File: config.mk
export PLATFORM = sky130hd
export DESIGN_NAME = mem_arb_4_flat
export DESIGN_NICKNAME = d
export VERILOG_FILES = /design/src/rtl/mem_arb_4_if.sv /design/src/rtl/mem_arb_4.sv /design/src/flat_wrapper.sv
export SDC_FILE = /design/constraint.sdc
export NUM_CORES = 1
export LEC_CHECK = 0
export ABC_AREA = 1
export ABC_CLOCK_PERIOD_IN_PS = 1700
export BUFFER_PORTS_ARGS = -buffer_cell sky130_fd_sc_hd__buf_2
export CORE_AREA = 2 2 247 249
export DETAILED_ROUTE_END_ITERATION = 8
export DIE_AREA = 0 0 249 251
export GPL_TIMING_DRIVEN = 0
export PLACE_DENSITY = 0.4
export SYNTH_ARGS = -nofsm -noshare
export SYNTH_HDL_FRONTEND = slang
export SYNTH_SLANG_ARGS = --single-unit
File: constraint.sdc
create_clock -name clk -period 1.7 [get_ports clk]
set_clock_uncertainty 0.05 [all_clocks]
set_input_delay 0.255 -clock clk [delete_from_list [all_inputs] [get_ports clk]]
set_output_delay 0.255 -clock clk [all_outputs]
set_load 0.01 [all_outputs]
File: src/rtl/mem_arb_4_if.sv
// Bus bundle between four cores, the arbiter and the shared memory port.
// grant_cnt exists only when MEM_ARB_STATS_EN is defined.
interface mem_arb_4_if;
  logic [0:3]  req;
  logic [0:3]  wr_en;
  logic [0:31] addr0;
  logic [0:31] addr1;
  logic [0:31] addr2;
  logic [0:31] addr3;
  logic [0:63] wdata0;
  logic [0:63] wdata1;
  logic [0:63] wdata2;
  logic [0:63] wdata3;
  logic [0:3]  gnt;
  logic [0:3]  rvalid;
  logic [0:63] rdata;
  logic        mem_en;
  logic        mem_wr_en;
  logic [0:31] mem_addr;
  logic [0:63] mem_dout;
  logic [0:63] mem_din;
`ifdef MEM_ARB_STATS_EN
  logic [0:63] grant_cnt;

  modport slave (
    input  req, wr_en, addr0, addr1, addr2, addr3,
    input  wdata0, wdata1, wdata2, wdata3, mem_din,
    output gnt, rvalid, rdata, mem_en, mem_wr_en, mem_addr, mem_dout, grant_cnt
  );

  modport master (
    output req, wr_en, addr0, addr1, addr2, addr3,
    output wdata0, wdata1, wdata2, wdata3, mem_din,
    input  gnt, rvalid, rdata, mem_en, mem_wr_en, mem_addr, mem_dout, grant_cnt
  );
`else
  modport slave (
    input  req, wr_en, addr0, addr1, addr2, addr3,
    input  wdata0, wdata1, wdata2, wdata3, mem_din,
    output gnt, rvalid, rdata, mem_en, mem_wr_en, mem_addr, mem_dout
  );

  modport master (
    output req, wr_en, addr0, addr1, addr2, addr3,
    output wdata0, wdata1, wdata2, wdata3, mem_din,
    input  gnt, rvalid, rdata, mem_en, mem_wr_en, mem_addr, mem_dout
  );
`endif
endinterface

File: src/rtl/mem_arb_4.sv
// Four-core round-robin arbiter for one shared single-port memory.
// Optional per-core grant counters are enabled with MEM_ARB_STATS_EN.
module mem_arb_4 (
  input  logic        clk,
  input  logic        reset,
  mem_arb_4_if.slave  bus
);

  typedef enum logic [1:0] {IDLE, ACCESS, RDWAIT} state_t;

  state_t      state_q, state_d;
  logic [1:0]  lastGrant_q, lastGrant_d;
  logic [1:0]  winner_q, winner_d;
  logic [0:31] addr_q, addr_d;
  logic [0:63] wdata_q, wdata_d;
  logic        wrEn_q, wrEn_d;

  logic [1:0]  pick;
  logic        found;
  logic [0:31] selAddr;
  logic [0:63] selWdata;

  logic [0:3]  gnt;
  logic [0:3]  rvalid;
  logic [0:63] rdata;
  logic        memEn;
  logic        memWrEn;
  logic [0:31] memAddr;
  logic [0:63] memDout;

  // Search starts just after the last granted core and wraps in 2-bit arithmetic.
  always_comb begin
    pick  = lastGrant_q;
    found = 1'b0;
    for (int k = 1; k <= 4; k++) begin
      if (!found && bus.req[lastGrant_q + 2'(k)]) begin
        pick  = lastGrant_q + 2'(k);
        found = 1'b1;
      end
    end
  end

  always_comb begin
    selAddr  = bus.addr0;
    selWdata = bus.wdata0;
    case (pick)
      2'd0: begin selAddr = bus.addr0; selWdata = bus.wdata0; end
      2'd1: begin selAddr = bus.addr1; selWdata = bus.wdata1; end
      2'd2: begin selAddr = bus.addr2; selWdata = bus.wdata2; end
      default: begin selAddr = bus.addr3; selWdata = bus.wdata3; end
    endcase
  end

  // last grant is recorded only in ACCESS, so a reset there forgets the aborted core.
  always_comb begin
    state_d     = state_q;
    lastGrant_d = lastGrant_q;
    winner_d    = winner_q;
    addr_d      = addr_q;
    wdata_d     = wdata_q;
    wrEn_d      = wrEn_q;
    gnt         = '0;
    rvalid      = '0;
    rdata       = '0;
    memEn       = 1'b0;
    memWrEn     = 1'b0;
    memAddr     = '0;
    memDout     = '0;
    case (state_q)
      IDLE: begin
        if (found) begin
          state_d  = ACCESS;
          winner_d = pick;
          addr_d   = selAddr;
          wdata_d  = selWdata;
          wrEn_d   = bus.wr_en[pick];
        end
      end
      ACCESS: begin
        memEn         = 1'b1;
        memWrEn       = wrEn_q;
        memAddr       = addr_q;
        memDout       = wdata_q;
        gnt[winner_q] = 1'b1;
        lastGrant_d   = winner_q;
        state_d       = wrEn_q ? IDLE : RDWAIT;
      end
      RDWAIT: begin
        rvalid[winner_q] = 1'b1;
        rdata            = bus.mem_din;
        state_d          = IDLE;
      end
      default: state_d = IDLE;
    endcase
  end

  always_ff @(posedge clk) begin
    if (!reset) begin
      state_q     <= IDLE;
      lastGrant_q <= 2'd3;
      winner_q    <= 2'd0;
      addr_q      <= '0;
      wdata_q     <= '0;
      wrEn_q      <= 1'b0;
    end else begin
      state_q     <= state_d;
      lastGrant_q <= lastGrant_d;
      winner_q    <= winner_d;
      addr_q      <= addr_d;
      wdata_q     <= wdata_d;
      wrEn_q      <= wrEn_d;
    end
  end

  assign bus.gnt       = gnt;
  assign bus.rvalid    = rvalid;
  assign bus.rdata     = rdata;
  assign bus.mem_en    = memEn;
  assign bus.mem_wr_en = memWrEn;
  assign bus.mem_addr  = memAddr;
  assign bus.mem_dout  = memDout;

`ifdef MEM_ARB_STATS_EN
  logic [15:0] grantCnt_q [4];

  // Counters saturate rather than wrap so a long run never reports a small count.
  always_ff @(posedge clk) begin
    if (!reset) begin
      for (int i = 0; i < 4; i++) grantCnt_q[i] <= '0;
    end else if (state_q == ACCESS && grantCnt_q[winner_q] != 16'hFFFF) begin
      grantCnt_q[winner_q] <= grantCnt_q[winner_q] + 16'd1;
    end
  end

  for (genvar g = 0; g < 4; g++) begin : gCnt
    assign bus.grant_cnt[16*g +: 16] = grantCnt_q[g];
  end
`endif

endmodule

File: src/flat_wrapper.sv
// flat-port wrapper written by rule: the top's interface ports become plain ports
module mem_arb_4_flat 
  (clk, reset, bus_req, bus_wr_en, bus_addr0, bus_addr1, bus_addr2, bus_addr3, bus_wdata0, bus_wdata1, bus_wdata2, bus_wdata3, bus_mem_din, bus_gnt, bus_rvalid, bus_rdata, bus_mem_en, bus_mem_wr_en, bus_mem_addr, bus_mem_dout);
  mem_arb_4_if bus_i ();
  input  logic clk;
  input  logic reset;
  input wire logic [$bits(bus_i.req)-1:0] bus_req;
  input wire logic [$bits(bus_i.wr_en)-1:0] bus_wr_en;
  input wire logic [$bits(bus_i.addr0)-1:0] bus_addr0;
  input wire logic [$bits(bus_i.addr1)-1:0] bus_addr1;
  input wire logic [$bits(bus_i.addr2)-1:0] bus_addr2;
  input wire logic [$bits(bus_i.addr3)-1:0] bus_addr3;
  input wire logic [$bits(bus_i.wdata0)-1:0] bus_wdata0;
  input wire logic [$bits(bus_i.wdata1)-1:0] bus_wdata1;
  input wire logic [$bits(bus_i.wdata2)-1:0] bus_wdata2;
  input wire logic [$bits(bus_i.wdata3)-1:0] bus_wdata3;
  input wire logic [$bits(bus_i.mem_din)-1:0] bus_mem_din;
  output wire logic [$bits(bus_i.gnt)-1:0] bus_gnt;
  output wire logic [$bits(bus_i.rvalid)-1:0] bus_rvalid;
  output wire logic [$bits(bus_i.rdata)-1:0] bus_rdata;
  output wire logic [$bits(bus_i.mem_en)-1:0] bus_mem_en;
  output wire logic [$bits(bus_i.mem_wr_en)-1:0] bus_mem_wr_en;
  output wire logic [$bits(bus_i.mem_addr)-1:0] bus_mem_addr;
  output wire logic [$bits(bus_i.mem_dout)-1:0] bus_mem_dout;
  assign bus_i.req = bus_req;
  assign bus_i.wr_en = bus_wr_en;
  assign bus_i.addr0 = bus_addr0;
  assign bus_i.addr1 = bus_addr1;
  assign bus_i.addr2 = bus_addr2;
  assign bus_i.addr3 = bus_addr3;
  assign bus_i.wdata0 = bus_wdata0;
  assign bus_i.wdata1 = bus_wdata1;
  assign bus_i.wdata2 = bus_wdata2;
  assign bus_i.wdata3 = bus_wdata3;
  assign bus_i.mem_din = bus_mem_din;
  assign bus_gnt = bus_i.gnt;
  assign bus_rvalid = bus_i.rvalid;
  assign bus_rdata = bus_i.rdata;
  assign bus_mem_en = bus_i.mem_en;
  assign bus_mem_wr_en = bus_i.mem_wr_en;
  assign bus_mem_addr = bus_i.mem_addr;
  assign bus_mem_dout = bus_i.mem_dout;
  mem_arb_4 u_core (.clk(clk), .reset(reset), .bus(bus_i));
endmodule
==> results of run 1 <==
[worst register-to-register path: stages (launching register included)]
cell	delay, ns
dfxtp_2	0.33
buf_6	0.13
inv_8	0.10
nand2_4	0.06
nand2_4	0.08
nand2_1	0.08
nand2_2	0.12
nand3_2	0.15
nand3_2	0.13
nand2_4	0.08
buf_8	0.14
buf_12	0.15
buf_6	0.16
o21ai_1	0.09
nand3_1	0.14
nand2_1	0.11
a21oi_1	0.06
[cell families after synthesis]
group | after synthesis | synth area share (%)
AOI/OAI and AO/OA | 204 | 11.1
buffers and inverters | 502 | 22.7
DFF | 103 | 22.2
and+or+nand+nor | 908 | 43.9
[per-layer routing]
| metal | GRT usage [%] | routed length (um) | up-vias |
|---|---|---|---|
| li1 | - | - | 6687 |
| met1 | 21.4 | 24900 | 6096 |
| met2 | 29.2 | 27100 | 402 |
| met3 | 3.82 | 2820 | 57 |
| met4 | 3.03 | 688 | 14 |
| met5 | 0 | 85 | - |
[worst min-delay path by stage]
stage                            endpoint  slack, ns  cells after the start
floorplan           u_core.lastGrant_q[0]       0.30                      1
global placement        u_core.state_q[1]       0.37                      1
detailed placement      u_core.state_q[1]       0.37                      1
CTS                 u_core.lastGrant_q[1]       0.05                      2
global route        u_core.lastGrant_q[1]       0.06                      2
finish              u_core.lastGrant_q[1]       0.08                      2
[flip-flops by register name, indices dropped and copies added (netlist names)]
signal and cells:
u_core.winner_q 2, u_core.state_q 2, u_core.lastGrant_q 2, u_core.addr_q 32, u_core.wrEn_q 1, u_core.wdata_q 64
[stage by stage]
step           std cells  hold WS, ns
5_1_grt             3190       0.0562
4_1_cts             3182       0.0452
3_3_place_gp        3126        0.367
3_5_place_dp        3126        0.370
2_1_floorplan       1717        0.304
6_report            3191       0.0762
[power breakdown]
group          total (W)  switching (W)  internal, W  leakage [nW]
Clock            0.00227        0.00108      0.00119         0.143
Sequential       0.00363       0.000427      0.00320         0.851
Combinational     0.0272         0.0160       0.0113          7.44
[repair_timing]
item	in CTS	in global routing
setup buffers	29	2
gates resized for setup	244	88
cloned	11	4
pin swaps	28	6
endpoints found under the setup margin	271	266
[cells in the mapped netlist, types with 2 or more instances]
master,n
a21oi_1,99
buf_1,2
buf_2,63
buf_4,11
buf_6,13
clkbuf_1,44
clkinv_1,36
dfxtp_1,103
inv_1,322
inv_2,10
nand2_1,324
nand2_2,7
nand2_4,3
nand3_1,377
nand3_2,21
nand4_1,2
nor2_1,166
nor3_1,6
o211ai_1,3
o21ai_0,29
o21ai_1,73
[cell type report]
class                           instances  area [sq um]
Multi-Input combinational cell       1112          5460
Antenna cell                            4          10.0
Timing Repair Buffer                  671          3910
Clock inverter                          4          55.1
Buffer                                133          1360
Sequential cell                       103          2070
Clock buffer                           12           246
Fill cell                            6930         44300
Tap cell                              782           978
Timing Repair inverter                  1          11.3
Inverter                              369          1420
==> results, run 1 <==
- The flow ran to the end, but the final reports show violations.
- The final reports fail on negative setup slack.
- The tree is rooted in a clkbuf_16.
- The final setup slack of the worst path is -0.574 ns.
- Derived from the worst setup path, the maximum achievable clock frequency is 440 MHz.
- By area the synthesized netlist is led by dfxtp_1, nand3_1, nand2_1, inv_1, nor2_1.
- Dividing the final minimum period by the clock period gives 134%.
- The H-tree depth reported by CTS is 3.
- The kind of capture point of the worst setup path is a register.
- The initial antenna violation count is 13.
- The worst-case IR drop observed on VDD is roughly 0.60 mV.
- The type of the tightest min-delay check is input port to register.
- The final net count is 2858.
- Global routing consumed, over all layers together, 16.8% of the routing resources.
- For this run the aggregate overflow at the end of global routing stands at 0.
- The path depth of the worst reg2reg path is 16.
- The critical path class is register to register.
- In this run the power density over the cells is about 2100 nW/um^2.
- The floorplan has 90 rows.
- Entering global routing, the biggest net connects 17 pins.
- With fillers left out, the area of the finished cells amounts to around 16000 sq um.
- The clock transition time at the flip-flop clock pins of the worst setup and hold paths is about 0.080 ns.
- The pre-antenna-repair detailed-routing pass consisted of 6 iterations.
- The mean instance size in the synthesized netlist is 5.40 sq um.
- Setup violations remaining at the end of the flow were counted as 257.
- Across all layers, the routed design uses 13256 vias.
- The critical path goes through buf_6 > inv_8 > nand2_4 > nand2_4 > nand2_1 > nand2_2 > nand3_2 > nand3_2 > nand2_4 > buf_8 > buf_12 > buf_6 > o21ai_1 > nand3_1 > nand2_1 > a21oi_1.
- The area of the die is 62500 sq um.
- Across the run, the number of max-cap violations was 0.
- The time the worst path needs with I/O delays and setup is 2.27 ns.
- The count of synthesis-stage warnings from yosys is 0.
- The number of I/O port buffers is 627.
- The total count of hold-check failures in the final report is 0.
- For this block, the initial DRC count from the detailed router was roughly 770.
- Counting distinct cell types in the post-synthesis netlist gives 24.
- The detail-routed net length per standard cell is 17.4 um.
- The area of the mapped netlist is 9270 sq um.
- TritonCTS built the clock tree.
- The headroom to the max-slew limit is about three fifths.
- The first global-routing pass estimated between 70000 and 80000 um of wire.
- The clock latency at the later pin of the worst-skew pair is 0.39 ns.
- The count of cell instances traversed by the critical path is 16.
- The number of nets in the synthesized netlist is 2175.
- The proportion of synthesized chip area in sequential cells is 22.2%.
- The floorplan step set the die height to 251 um.
- Cells with a size suffix above 1 make up 38.8% of the layout.
- The top cell type by area accounts for 22.2% of the synthesized area.
- Of all nets on the critical path, the largest fanout is 10.
- The start of the worst register-to-register path is u_core.lastGrant_q[0].
- The capture point of the critical path is u_core.addr_q[13].
- The dominant synthesized flop cell is dfxtp_1.
- For this design the top-level I/O count stands at 628.
- In this run, post-CTS hold repair placed 0 buffers.
- The post-detailed-placement cell area is about 14000 sq um.
- The area of the placeable core is 59800 sq um.
- Setup slack on the worst reg-to-reg path comes out at -0.57 ns.
- For the pin with the worst max-slew slack, the measured transition is 0.614 ns.
- The wire length after detailed routing is 55600 um.
- The via count of the first global-routing pass is 12692.
- The launching element type of the critical path is a register.
- The worst setup slack after placement is -1.17 ns.
- The endpoint required time on the critical path is 1.91 ns.
- The detail route stage leaves a number of antenna-violating nets equal to 0.
- The die is 249 um wide.
- The area overhead of the layout relative to synthesis is 67.4%.
- The destination of the worst register-to-register timing path is u_core.addr_q[13].
- The effective utilization at floorplan is 15.5%.
- The most common library cell in the layout ignoring fill and taps is buf_2.
- The data arrival time of the critical path is 2.49 ns.
- Routability-driven placement finished with a final weighted congestion of 0.883.
- The number of cells produced by synthesis is 1717.
- The max-slew violation count is 0.
- The total power is approximately 0.033 W.
- In the routed design, unresolved DRC markers number 0.
- Summed over all instances, the cell type with the most area after synthesis is dfxtp_1.
- The HPWL after detailed placement is 43600 um.
- The beginning of the worst hold path is reset.
- Setup repair after global routing could not meet its margin everywhere.
- The most numerous cell type found on the critical path is nand2_4.
- The core utilization of the finished layout is around 26%.
- Yosys mapped a number of flops with a built-in enable equal to 0.
- The async set or reset register ratio after synthesis is 0%.
- Together, buffers and inverters on the worst path number 5.
- The clock passes through at most 2 buffers.
- The delay contributed by the slowest stage of the critical path is between 0.3 and 0.4 ns.
- The largest individual stage delay along the critical path comes from the cell dfxtp_2.
- The register bit total from synthesis is 103.
- Tracing the worst setup path back leads to its startpoint at u_core.lastGrant_q[0].
- The total leakage power is 8.43 nW.
- The kind of cell with the highest combined delay along the critical path is simple AND/OR/NAND/NOR gates.
- Leaving out fill and tap cells, the most frequent cells in the layout are buf_2, nand3_1, inv_1.
- The via count normalized by instance count is 4.15.
- The total clock buffers created by CTS is 9.
- Summed over all failing endpoints, the final setup total negative slack is -67.68 ns.
- The number of clock sinks is 103.
Note: power is estimated with default switching activity, not from simulation.
==> run 2: changes to the inputs <==
- CELL_PAD_IN_SITES_DETAIL_PLACEMENT: not set -> 0
- CELL_PAD_IN_SITES_GLOBAL_PLACEMENT: not set -> 2
- CORE_AREA: 2 2 247 249 -> 2 2 244 246
- DIE_AREA: 0 0 249 251 -> 0 0 246 248
- PLACE_DENSITY: 0.4 -> 0.76
- REMOVE_ABC_BUFFERS: not set -> 1
- SLEW_MARGIN: not set -> 10
==> run 2 against run 1 <==
The run still ends with negative setup slack left. Critical path depth stayed put. Worst setup slack lost 0.095 ns. Flip-flop and latch count unchanged. First-iteration DRC count increased by 4.7%. Via count grew 5.8%. Wire length up 20%. Maximum frequency is 4.0% lower. Power rose by 24%. Sequential share of layout area is 0.78 points lower. Largest cell class unchanged. Largest power group unchanged.
==> results, run 2 (same netlist as run 1, synthesis figures left out) <==
- The clock transition time at the flip-flop clock pins of the worst setup and hold paths is 0.08 ns (about the same).
- The total overflow reported by the global router is 0 (unchanged).
- The number of flip-flops under the largest register name is 64 (unchanged).
- The buffer cell driving the clock tree root was clkbuf_16 (unchanged).
- The total power came to 0.0410 W (was 0.0331 W).
- The time the worst path needs with I/O delays and setup is 2.37 ns (was 2.27 ns).
- The met3 routing resource usage after global routing is 3.97% (was 3.82%).
- The area of the placeable core was 58500 sq um (was 59800 sq um).
- The initial antenna violation count is 5 (was 13).
- Largest registers: u_core.wdata_q (64), u_core.addr_q (32) (unchanged).
- The clock latency at the later pin of the worst-skew pair is 0.39 ns (about the same).
- The most heavily used metal layer in global routing is met2 (unchanged).
- The number of clock sinks is 103 (unchanged).
- The TritonCTS clock tree is done (unchanged).
- The H-tree depth reported by CTS came to 3 (unchanged).
- The count of fill cells added during filler insertion is 6637 (was 6930).
- The endpoint required time on the critical path came to 1.90 ns (was 1.91 ns).
- The area overhead of the layout relative to synthesis is 77.6% (was 67.4%).
- The first-pass iteration count of the detailed router was 5 (was 6).
- The area of the multi-input gates was 6270 sq um (was 5460 sq um).
- The largest net degree at the start of global routing is 60 (was 17).
- The HPWL after detailed placement came to 33200 um (was 43600 um).
- The max-slew violation count came to 0 (unchanged).
- The final setup slack of the worst path was -0.669 ns (was -0.574 ns).
- Status: finished, violations left (unchanged).
- The via count normalized by instance count is 4.46 (was 4.15).
- The critical path class was register to register (unchanged).
- The path depth of the worst reg2reg path is 16 (unchanged).
- The kind of capture point of the worst setup path is a register (unchanged).
- The final setup violation count is 254 (was 257).
- Failing checks: negative setup slack (unchanged).
- The detail-routed net length per standard cell came to 21.1 um (was 17.4 um).
- The total clock buffers created by CTS is 9 (unchanged).
- The vertical die dimension was 248 um (was 251 um).
- The type of the tightest min-delay check is input port to register (unchanged).
- The register bank with the most flops is u_core.wdata_q (unchanged).
- The effective utilization at floorplan is 15.9% (was 15.5%).
- The via count of the first global-routing pass was 12754 (was 12692).
- The post-detailed-placement cell area came to 13000 sq um (was 13600 sq um).
- The number of primary I/O pins is 628 (unchanged).
- Commonest cells after routing, fill and taps aside: buf_2, inv_1, nand3_1 (was buf_2, nand3_1, inv_1).
- The global routing usage summed across all routing layers is 19.1% (was 16.8%).
- The final design instance area without fill is 16500 sq um (was 15500 sq um).
- The data arrival time of the critical path is 2.57 ns (was 2.49 ns).
- The peak supply drop is 1.11 mV (was 0.605 mV).
- The wire length after detailed routing is 66500 um (was 55600 um).
- The buffer depth of the longest clock path is 2 (unchanged).
- The proportion of layout cells with a drive suffix above 1 is 41.8% (was 38.8%).
- The most common library cell in the layout ignoring fill and taps is buf_2 (unchanged).
- The final antenna-violating net count is 0 (unchanged).
- The area of the die is 61000 sq um (was 62500 sq um).
- The number of placed instances, taps included is 2996 (was 3126).
- The final standard cell count with taps included and fillers excluded is 3146 (was 3191).
- The post-route fraction of the period consumed by the critical path is 139% (was 134%).
- The count of hold-fix buffers inserted at cts is 0 (unchanged).
- The placer congestion estimate is 0.804 (was 0.883).
- The via count is 14025 (was 13256).
- The met2 usage came to 35.1% (was 29.2%).
- The total count of hold-check failures in the final report is 0 (unchanged).
- The transition time at the pin with the least slew margin came to 0.572 ns (was 0.614 ns).
- The global routing met1 resource utilization is 21.8% (was 21.4%).
- The launching element type of the critical path is a register (unchanged).
- The starting DRC count in detailed routing is 803 (was 767).
- The headroom to the max-slew limit is 61.9% (was 59.1%).
- The final net count is 2822 (was 2858).
- The row count is 89 (was 90).
- The total power divided by cell area is 2490 nW/um^2 (was 2140 nW/um^2).
- The core utilization of the finished layout is 28.2% (was 26.0%).
- The worst hold path cell count is 2 (unchanged).
- The number of I/O port buffers is 627 (unchanged).
- The largest fanout of any net on the critical path is 8 (was 10).
- The register area is 2070 sq um (about the same).
- RSZ-0062 raised after global routing: yes (unchanged).
- The global-route wire length before repair is 84400 um (was 79300 um).
- The floorplan die width is 246 um (was 249 um).
- The number of maximum-capacitance violations came to 0 (unchanged).
- The remaining design rule violation count is 0 (unchanged).
- The worst setup slack after placement came to -1.83 ns (was -1.17 ns).
- The highest clock rate is 422 MHz (was 440 MHz).
- The total leakage power is 8.76 nW (was 8.43 nW).
-- run 2: cell count changes in the layout (fill, tap and decap cells not counted), moves of 19 or more --
| cell | before | now |
|---|---|---|
| nand3_1 | 374 | 317 |
| nand3_2 | 23 | 70 |
| buf_16 | 7 | 39 |
| nor2_1 | 132 | 162 |
| buf_4 | 57 | 29 |
| o21ai_1 | 78 | 52 |
| o21ai_2 | 6 | 28 |
| buf_8 | 23 | 2 |
| nor2_2 | 24 | 3 |
| nand2_1 | 295 | 276 |
-- run 2: through the flow --
step	setup TNS [ns]	hold WS (ns)
after detailed placement	-195.42	0.372
final	-100.04	0.0879
after global placement	-916.90	0.364
after floorplan	-510.98	0.304
after CTS	-97.30	0.0515
after global routing	-126.91	0.0979
-- run 2: path summary, 6_finish.rpt --
path	from	to	slack (ns)
max	u_core.lastGrant_q[0]	u_core.addr_q[2]	-0.67
min	reset	u_core.lastGrant_q[0]	0.09
max reg2reg	u_core.lastGrant_q[0]	u_core.addr_q[2]	-0.67
min reg2reg	u_core.wrEn_q	u_core.state_q[1]	0.38
-- run 2: per-layer routing --
| layer | share of wire (%) | vias to the layer above |
|---|---|---|
| met5 | 0.041 | - |
| met4 | 3.2 | 4 |
| met3 | 7.2 | 99 |
| met2 | 50 | 659 |
| met1 | 40 | 6597 |
| li1 | - | 6666 |
-- run 2: critical path: stages (launching register included) --
cell and delay (ns):
dfxtp_4 0.45, buf_6 0.13, nand2_4 0.05, nand2_4 0.11, nand2_4 0.09, buf_4 0.15
nand3_2 0.07, nand2_4 0.06, nand2_4 0.09, nand2_8 0.09, buf_16 0.16, buf_6 0.13
buf_4 0.13, o21ai_4 0.20, nand3_4 0.12, nand2_2 0.08, a21oi_1 0.05
-- run 2: area by class of cell --
cell class / count / area share [%]
inverters: 369 / 8.69
multi-input cells: 1130 / 38.1
repair buffers: 749 / 32.7
well taps: 773 / 5.88
clock buffers: 11 / 1.54
diodes: 4 / 0.0608
flip-flops and latches: 103 / 12.6
clock inverters: 5 / 0.236
repair inverters: 2 / 0.220
-- run 2: report_power, final --
group | total (W) | leakage (nW) | switching [W] | internal, W
logic | 0.0351 | 7.77 | 0.0214 | 0.0137
clock network | 0.00227 | 0.143 | 0.00118 | 0.00109
registers | 0.00364 | 0.850 | 0.000441 | 0.00320
total | 0.0410 | 8.76 | 0.0230 | 0.0180
-- run 2: timing repair --
| action | CTS | global route |
|---|---|---|
| buffers inserted | 55 | 13 |
| pin swaps | 56 | 35 |
| resized for setup | 203 | 98 |
| cloned | 45 | 22 |
| setup endpoints to repair | 263 | 270 |
